`src/rtl/or3_pattern_tester.sv`:
```
// or3_pattern_tester
//
// Exhaustive pattern tester for a 3-input OR gate. A start request walks the
// eight input vectors 000..111 (a is the MSB), waits SETTLE_CYCLES cycles for
// the unit under test to settle, then compares its response y with a|b|c.
// Mismatches are counted and the first failing vector is remembered.
//
// Parameters
//   SETTLE_CYCLES : cycles waited after applying a vector before y is sampled
//                   (legal 1..15)
//
// Ports
//   clk         : clock, all state changes on its rising edge
//   rst         : asynchronous active-high reset
//   start       : one-cycle run request, only honoured while idle
//   a, b, c     : stimulus to the unit under test
//   y           : response from the unit under test (synchronous to clk)
//   busy        : high from the first applied vector through the done cycle
//   done        : one-cycle pulse at the end of a run
//   pass        : last completed run had no mismatches
//   err_count   : mismatching vectors in the current or last run (saturates)
//   fail_vector : {a,b,c} of the first mismatch, 000 when there is none
//
// Build option
//   OR3_TESTER_STOP_ON_FAIL_EN : when defined, the first mismatch ends the run
//                                immediately.

`timescale 1ns/1ps

module or3_pattern_tester #(
  parameter int unsigned SETTLE_CYCLES = 2
) (
  input  logic       clk,
  input  logic       rst,
  input  logic       start,
  output logic       a,
  output logic       b,
  output logic       c,
  input  logic       y,
  output logic       busy,
  output logic       done,
  output logic       pass,
  output logic [3:0] err_count,
  output logic [2:0] fail_vector
);

  typedef enum logic [2:0] {
    IDLE   = 3'd0,
    APPLY  = 3'd1,
    SETTLE = 3'd2,
    CHECK  = 3'd3,
    FINISH = 3'd4
  } state_t;

  localparam logic [3:0] SETTLE_LOAD = 4'(SETTLE_CYCLES);

  // Golden response of a 3-input OR for a given {a,b,c} vector.
  function automatic logic or3_expect(input logic [2:0] vec);
    return vec[2] | vec[1] | vec[0];
  endfunction

  state_t     state_r, state_s;
  logic [2:0] vector_r, vector_s;
  logic [3:0] cnt_r, cnt_s;
  logic [3:0] err_r, err_s;
  logic [2:0] fail_r, fail_s;
  logic       pass_r, pass_s;
  logic [2:0] stim_r, stim_s;
  logic       busy_r, busy_s;
  logic       done_r, done_s;
  logic       mismatch_s;

  // Next-state, datapath updates and next values of the registered outputs.
  always_comb begin
    state_s    = state_r;
    vector_s   = vector_r;
    cnt_s      = cnt_r;
    err_s      = err_r;
    fail_s     = fail_r;
    pass_s     = pass_r;
    mismatch_s = 1'b0;

    case (state_r)
      IDLE: begin
        if (start) begin
          vector_s = 3'd0;
          err_s    = 4'd0;
          fail_s   = 3'd0;
          pass_s   = 1'b0;
          state_s  = APPLY;
        end else begin
          state_s  = IDLE;
        end
      end

      APPLY: begin
        cnt_s   = SETTLE_LOAD;
        state_s = SETTLE;
      end

      SETTLE: begin
        cnt_s = cnt_r - 4'd1;
        // A count of 1 (or a corrupted 0) is the last settle cycle.
        if (cnt_r <= 4'd1) begin
          state_s = CHECK;
        end else begin
          state_s = SETTLE;
        end
      end

      CHECK: begin
        mismatch_s = (y != or3_expect(vector_r));
        if (mismatch_s) begin
          if (err_r != 4'd15) begin
            err_s = err_r + 4'd1;
          end else begin
            err_s = err_r;
          end
          // Only the first failing vector of a run is kept.
          if (err_r == 4'd0) begin
            fail_s = vector_r;
          end else begin
            fail_s = fail_r;
          end
        end else begin
          err_s  = err_r;
          fail_s = fail_r;
        end
`ifdef OR3_TESTER_STOP_ON_FAIL_EN
        if (mismatch_s || (vector_r == 3'd7)) begin
          state_s = FINISH;
        end else begin
          vector_s = vector_r + 3'd1;
          state_s  = APPLY;
        end
`else
        if (vector_r == 3'd7) begin
          state_s = FINISH;
        end else begin
          vector_s = vector_r + 3'd1;
          state_s  = APPLY;
        end
`endif
      end

      FINISH: begin
        state_s = IDLE;
      end

      default: begin
        state_s = IDLE;
      end
    endcase

    // pass is set on FINISH entry so it is valid together with done.
    if (state_s == FINISH) begin
      pass_s = (err_s == 4'd0);
    end else begin
      pass_s = pass_s;
    end

    // Outputs are registered from next-state values so they line up with
    // the state they belong to without extra latency.
    if ((state_s == APPLY) || (state_s == SETTLE) || (state_s == CHECK)) begin
      stim_s = vector_s;
    end else begin
      stim_s = 3'd0;
    end
    busy_s = (state_s != IDLE);
    done_s = (state_s == FINISH);
  end

  // State, datapath and output registers with asynchronous reset.
  always_ff @(posedge clk or posedge rst) begin
    if (rst) begin
      state_r  <= IDLE;
      vector_r <= 3'd0;
      cnt_r    <= 4'd0;
      err_r    <= 4'd0;
      fail_r   <= 3'd0;
      pass_r   <= 1'b0;
      stim_r   <= 3'd0;
      busy_r   <= 1'b0;
      done_r   <= 1'b0;
    end else begin
      state_r  <= state_s;
      vector_r <= vector_s;
      cnt_r    <= cnt_s;
      err_r    <= err_s;
      fail_r   <= fail_s;
      pass_r   <= pass_s;
      stim_r   <= stim_s;
      busy_r   <= busy_s;
      done_r   <= done_s;
    end
  end

  assign a           = stim_r[2];
  assign b           = stim_r[1];
  assign c           = stim_r[0];
  assign busy        = busy_r;
  assign done        = done_r;
  assign pass        = pass_r;
  assign err_count   = err_r;
  assign fail_vector = fail_r;

endmodule

```
`config.mk`:
```
export PLATFORM = sky130hd
export DESIGN_NAME = or3_pattern_tester
export DESIGN_NICKNAME = d
export VERILOG_FILES = /design/src/rtl/or3_pattern_tester.sv
export SDC_FILE = /design/constraint.sdc
export NUM_CORES = 1
export LEC_CHECK = 0
export CORE_MARGIN = 5
export CORE_UTILIZATION = 50
export DETAILED_ROUTE_END_ITERATION = 7
export PLACE_DENSITY = 0.77
export SETUP_SLACK_MARGIN = 0.02
export SLEW_MARGIN = 20
export SYNTH_ARGS = -nofsm -noshare
export SYNTH_HDL_FRONTEND = slang
export SYNTH_SLANG_ARGS = --single-unit
```
`constraint.sdc`:
```
create_clock -name clk -period 3.5 [get_ports clk]
set_input_delay 0.7 -clock clk [delete_from_list [all_inputs] [get_ports clk]]
set_output_delay 0.7 -clock clk [all_outputs]
set_load 0.02 [all_outputs]
```
Yosys cells after proc, flatten, opt, wreduce, memory -nomap -nowiden
Index checks and enable logic that the tools add are counted.
{"block": "op_classes", "magnitude_cmp": 1, "bitwise_logic": 2, "n_mux": 20, "n_eq_ne": 13, "reduce_logical": 12, "n_addsub": 3}
{"cell": "two-way mux 3 bit", "n": 7}
{"cell": "case mux 4 bit (2 select lines)", "n": 2}
{"cell": "== test 3 x 2 -> 1 bit, second input constant", "n": 4}
{"cell": "two-way mux 4 bit", "n": 3}
{"cell": "case mux 3 bit (2 select lines)", "n": 2}
{"cell": "case mux 3 bit (4 select lines)", "n": 1}
{"cell": "logical NOT 4 bit", "n": 2}
{"cell": "nonzero test 2 bit", "n": 4}
{"cell": "== test 3 x 1 -> 1 bit, second input constant", "n": 2}
{"cell": "== test 3 bit, second input constant", "n": 2}
{"cell": "inequality test 2 bit, second input constant", "n": 3}
{"cell": "two-way mux 1 bit", "n": 5}
{"cell": "adder 4 x 1 -> 4 bit, second input constant", "n": 1}
{"cell": "<= comparator 4 x 1 -> 1 bit, second input constant", "n": 1}
{"cell": "inequality test 4 bit, second input constant", "n": 1}
{"cell": "AND reduction 4 bit", "n": 1}
{"cell": "subtractor 4 x 1 -> 4 bit, second input constant", "n": 1}
{"cell": "adder 3 x 1 -> 3 bit, second input constant", "n": 1}
{"cell": "logical NOT 3 bit", "n": 1}
{"cell": "nonzero test 3 bit", "n": 1}
{"cell": "logical OR 1 bit", "n": 2}
{"cell": "OR 1 bit", "n": 2}
{"cell": "AND reduction 2 bit", "n": 1}
{"cell": "inequality test 1 bit", "n": 1}
{"block": "word_totals", "register_bits": 23, "out_inout_bits": 13, "word_cells": 60}

Longest topological paths before layout
{"block": "logic_depth", "word_depth": 7, "depth_mapped": 6}

Least setup slack after synthesis
OpenSTA, ideal clock, no wires.
{"block": "synth_timing", "path_type": "input to register", "start": "in y", "end": "reg pass_r, in the netlist pass", "arrival_time_ns": 2.118, "setup_time_ns": 0.092, "slack_ns": 1.290, "path_buffers": 0, "stages": 5, "path_cell_list": "or4_4 nand4_1 mux2_1 or3_1 o31ai_2"}
{"block": "synth_via", "elab_chain_cells": 5}
{"element": "start: declaration", "line_no": "39", "source": "input logic y,"}
{"element": "inequality test 1 bit", "line_no": "112", "source": "mismatch_s = (y != or3_expect(vector_r));"}
{"element": "two-way mux 4 bit", "line_no": "113", "source": "if (mismatch_s) begin"}
{"element": "case mux 4 bit (2 select lines)", "line_no": "83", "source": "case (state_r)"}
{"element": "named net err_s[1]", "line_no": "65", "source": "logic [3:0] err_r, err_s;"}
{"element": "logical NOT 4 bit", "line_no": "157", "source": "pass_s = (err_s == 4'd0);"}
{"element": "two-way mux 1 bit", "line_no": "156", "source": "if (state_s == FINISH) begin"}
{"element": "end signal: assignment", "line_no": "191", "source": "pass_r <= pass_s;"}
{"element": "end: declaration", "line_no": "67", "source": "logic pass_r, pass_s;"}
The timed path passes the listed nets, and every way through them passes these cells.
A chain may end at the register's enable or synchronous reset.

Worst setup path after layout
{"block": "layout_timing", "start": "reg state_r[0]", "end": "reg pass_r, in the netlist pass"}
{"block": "layout_via", "word_cells_on_any_way": 12}
{"element": "start: declaration", "line_no": "62", "source": "state_t state_r, state_s;"}
{"element": "start signal: assignment", "line_no": "186", "source": "state_r <= state_s;"}
{"element": "== test 3 x 2 -> 1 bit / logical NOT 3 bit (equally long branches)", "line_no": "83"}
{"element": "case mux 4 bit (2 select lines) *", "line_no": "83"}
{"element": "named net err_s[1]", "line_no": "65"}
{"element": "logical NOT 4 bit *", "line_no": "157"}
{"element": "two-way mux 1 bit *", "line_no": "156"}
Mark *: on every way through the listed nets, which the timed path passes. The rest lies on a longest branch.

==> flow_summary.json <==
{
  "hold_violations": 0,
  "antenna_found_initial": 0,
  "syn_to_final_growth_pct": 16.0,
  "synth_cell_types": 40,
  "max_slew.worst_pin.slew_ns": 0.841,
  "synth-edff-count": 0,
  "reg2reg_from": "state_r[0]",
  "holdBufCountCts": 0,
  "clock_path_buffers": 2,
  "top_level_ports": 17,
  "rows": 18,
  "dr.pass1.iters": 4,
  "crit_arrival_ns": 2.76,
  "cts_made_buffers": 3,
  "die_area_um2": 3550,
  "p_leak_nw": 0.628,
  "place_hpwl_um": 1600,
  "layout-drive-gt1-share": 0.0949,
  "via_per_inst": 5.95,
  "fp.dieH_um": 59.6,
  "grt.total_usage": 0.143,
  "drc": 0,
  "synth_area_um2": 1230,
  "critPathBufInv": 0,
  "grt_setup_unrepaired": "false",
  "clk_pin_slew_ns": 0.12,
  "dieWidth_um": 59.6,
  "syn_area_per_cell_um2": 10.0,
  "syn_nets": 132,
  "synth_seq_cells": 23,
  "critPathMaxStageDelay_ns": 0.81,
  "nets": 147,
  "grt_pass1_vias": 926,
  "setup_viol": 0,
  "top_layer_used": "met4",
  "slew_viol_final": 0,
  "maxCapViolCount": 0,
  "maxSlewHeadroom": 0.439,
  "finClkSkew_ns": 0.00367,
  "cts_root_buffer": "clkbuf_4",
  "worstSetupPathType": "flip-flop to flip-flop",
  "hp-start": "pass",
  "gp_congestion": 0.755,
  "max_freq_ghz": 0.394,
  "yosysSeqAreaShare": 0.468,
  "cts.sinks": 23,
  "final_cell_mix": "dfrtp_1 (23), clkdlybuf4s50_1 (16), a21oi_1 (11)",
  "drtIter0Drc": 23,
  "worstSetupStartpointType": "flip-flop",
  "core_um2": 2410,
  "diodes": 0,
  "wirelength_um": 2300,
  "cts.htree.levels": 1,
  "irDropWorstVdd_v": 0.000472,
  "holdWs_ns": 0.544,
  "rrSetupSlack_ns": 0.96,
  "num_vias": 994,
  "postRouteAntennaNets": 0,
  "crit_chain": "and3b_1, nand4_1, mux2_1, or3_1, o31ai_2",
  "synthArstFlopShare": 1.00,
  "wl_met2_um": 1110,
  "cts_tree": "yes",
  "cp_max_fo": 23,
  "routedWlPerCell_um": 13.8,
  "worstHoldPathType": "flip-flop to flip-flop",
  "synth_cells": 123,
  "stdcell_count": 167,
  "crit_required_ns": 3.72,
  "grt_start_max_net_pins": 24,
  "worstSkewPairLatency_ns": 0.30,
  "fin_crit_sh": 0.725,
  "power.density_nw_per_um2": 782,
  "startpoint": "state_r[0]",
  "grt_remaining_overflow": 0,
  "met1_length_um": 1060,
  "yosysWarnings": 0,
  "wl_met3_um": 111,
  "cts_resized": 0,
  "endpoint_kind": "flip-flop",
  "fin_crit_ns": 2.54,
  "postCtsSetupBuffers": 0,
  "synth_flop_cell": "dfrtp_1",
  "finalSetupTns_ns": 0,
  "start_util": 0.510,
  "final_common_cell": "dfrtp_1",
  "cp_slowest_cell": "dfrtp_1",
  "grt_pass1_wl_um": 4020,
  "port_buffers": 16,
  "dp.cells": 163,
  "cp_top_family": "simple AND/OR/NAND/NOR gates",
  "status": "complete, no violations"
}
-- cells by family (layout without fill, tap and decap cells) --
| group | after synthesis | count (layout) | synth area share |
|---|---|---|---|
| flip-flops | 23 | 23 | 0.468 |
| XOR/XNOR | 1 | 1 | 0.00712 |
| adder cells (fa/ha/maj) | 5 | 5 | 0.0509 |
| buffers and inverters | 15 | 29 | 0.0498 |
| AND/OR/NAND/NOR | 41 | 41 | 0.203 |
| AO/OA/AOI/OAI | 35 | 35 | 0.194 |
| multiplexers | 3 | 3 | 0.0264 |
-- cell usage after synthesis (all sizes together) (2+ instances only) --
master  instances  area [um2]
dfrtp          23         576
a21oi          11        55.1
inv             9        33.8
nand2           8        30.0
o21ai           8        40.0
nor2            6        22.5
ha              5        62.6
clkbuf          4        15.0
nand3           4        20.0
nor2b           4        25.0
nor3            4        20.0
a31o            3        26.3
a31oi           2        12.5
a41oi           2        17.5
and3            2        12.5
buf             2        12.5
mux2            2        22.5
nand4           2        12.5
nor3b           2        15.0
nor4b           2        32.5
o31ai           2        25.0
-- metal layers --
| layer | vias up | GRT usage |
|---|---|---|
| met2 | 24 | 0.246 |
| met1 | 488 | 0.184 |
| met5 | - | 0 |
| met4 | 0 | 0.0380 |
| met3 | 4 | 0.0240 |
| li1 | 478 | - |
-- registers in the layout (all words and copies together), names as in the netlist --
register / flops
err_count: 4
fail_vector: 3
done: 1
state_r: 3
vector_r: 3
busy: 1
pass: 1
stim_r: 3
cnt_r: 4
-- through the flow --
| step | utilization | cell area (um2) | setup WS [ns] | total power (W) |
|---|---|---|---|---|
| floorplan | - | 1230 | 1.29 | 0.000847 |
| finish | 0.592 | 1430 | 0.961 | 0.00112 |
| global placement | 0.581 | 1400 | 0.795 | 0.000966 |
| detailed placement | 0.581 | 1400 | 0.730 | 0.000997 |
| global route | 0.592 | 1430 | 0.758 | 0.00121 |
| CTS | 0.592 | 1430 | 0.965 | 0.00112 |
-- cell type report --
type                       count  area, um2
clock buffer                   4       26.3
fill                         202        983
inverter                       9       33.8
multi-input combinational     85        593
sequential                    23        576
tap                           30       37.5
timing repair buffer          16        160
-- final timing paths --
path / endpoint / cells past startpoint
max in group asynchronous: state_r[0] / 2
worst min register to register: pass / 2
min in group asynchronous: done / 2
worst max register to register: pass / 5
worst min-delay path: pass / 2
worst max-delay path: pass / 5
-- report_power, final --
| part | internal, W | switching (W) |
|---|---|---|
| Sequential | 0.000348 | 0.000143 |
| Clock | 0.0000444 | 0.0000743 |
| Combinational | 0.000247 | 0.000258 |
-- worst register-to-register path, cell delays in order (launching register included) --
cell and delay, ns:
dfrtp_1 0.81, and3b_1 0.50, nand4_1 0.21, mux2_1 0.38, or3_1 0.38, o31ai_2 0.19
Note: power is estimated with default switching activity, not from simulation.
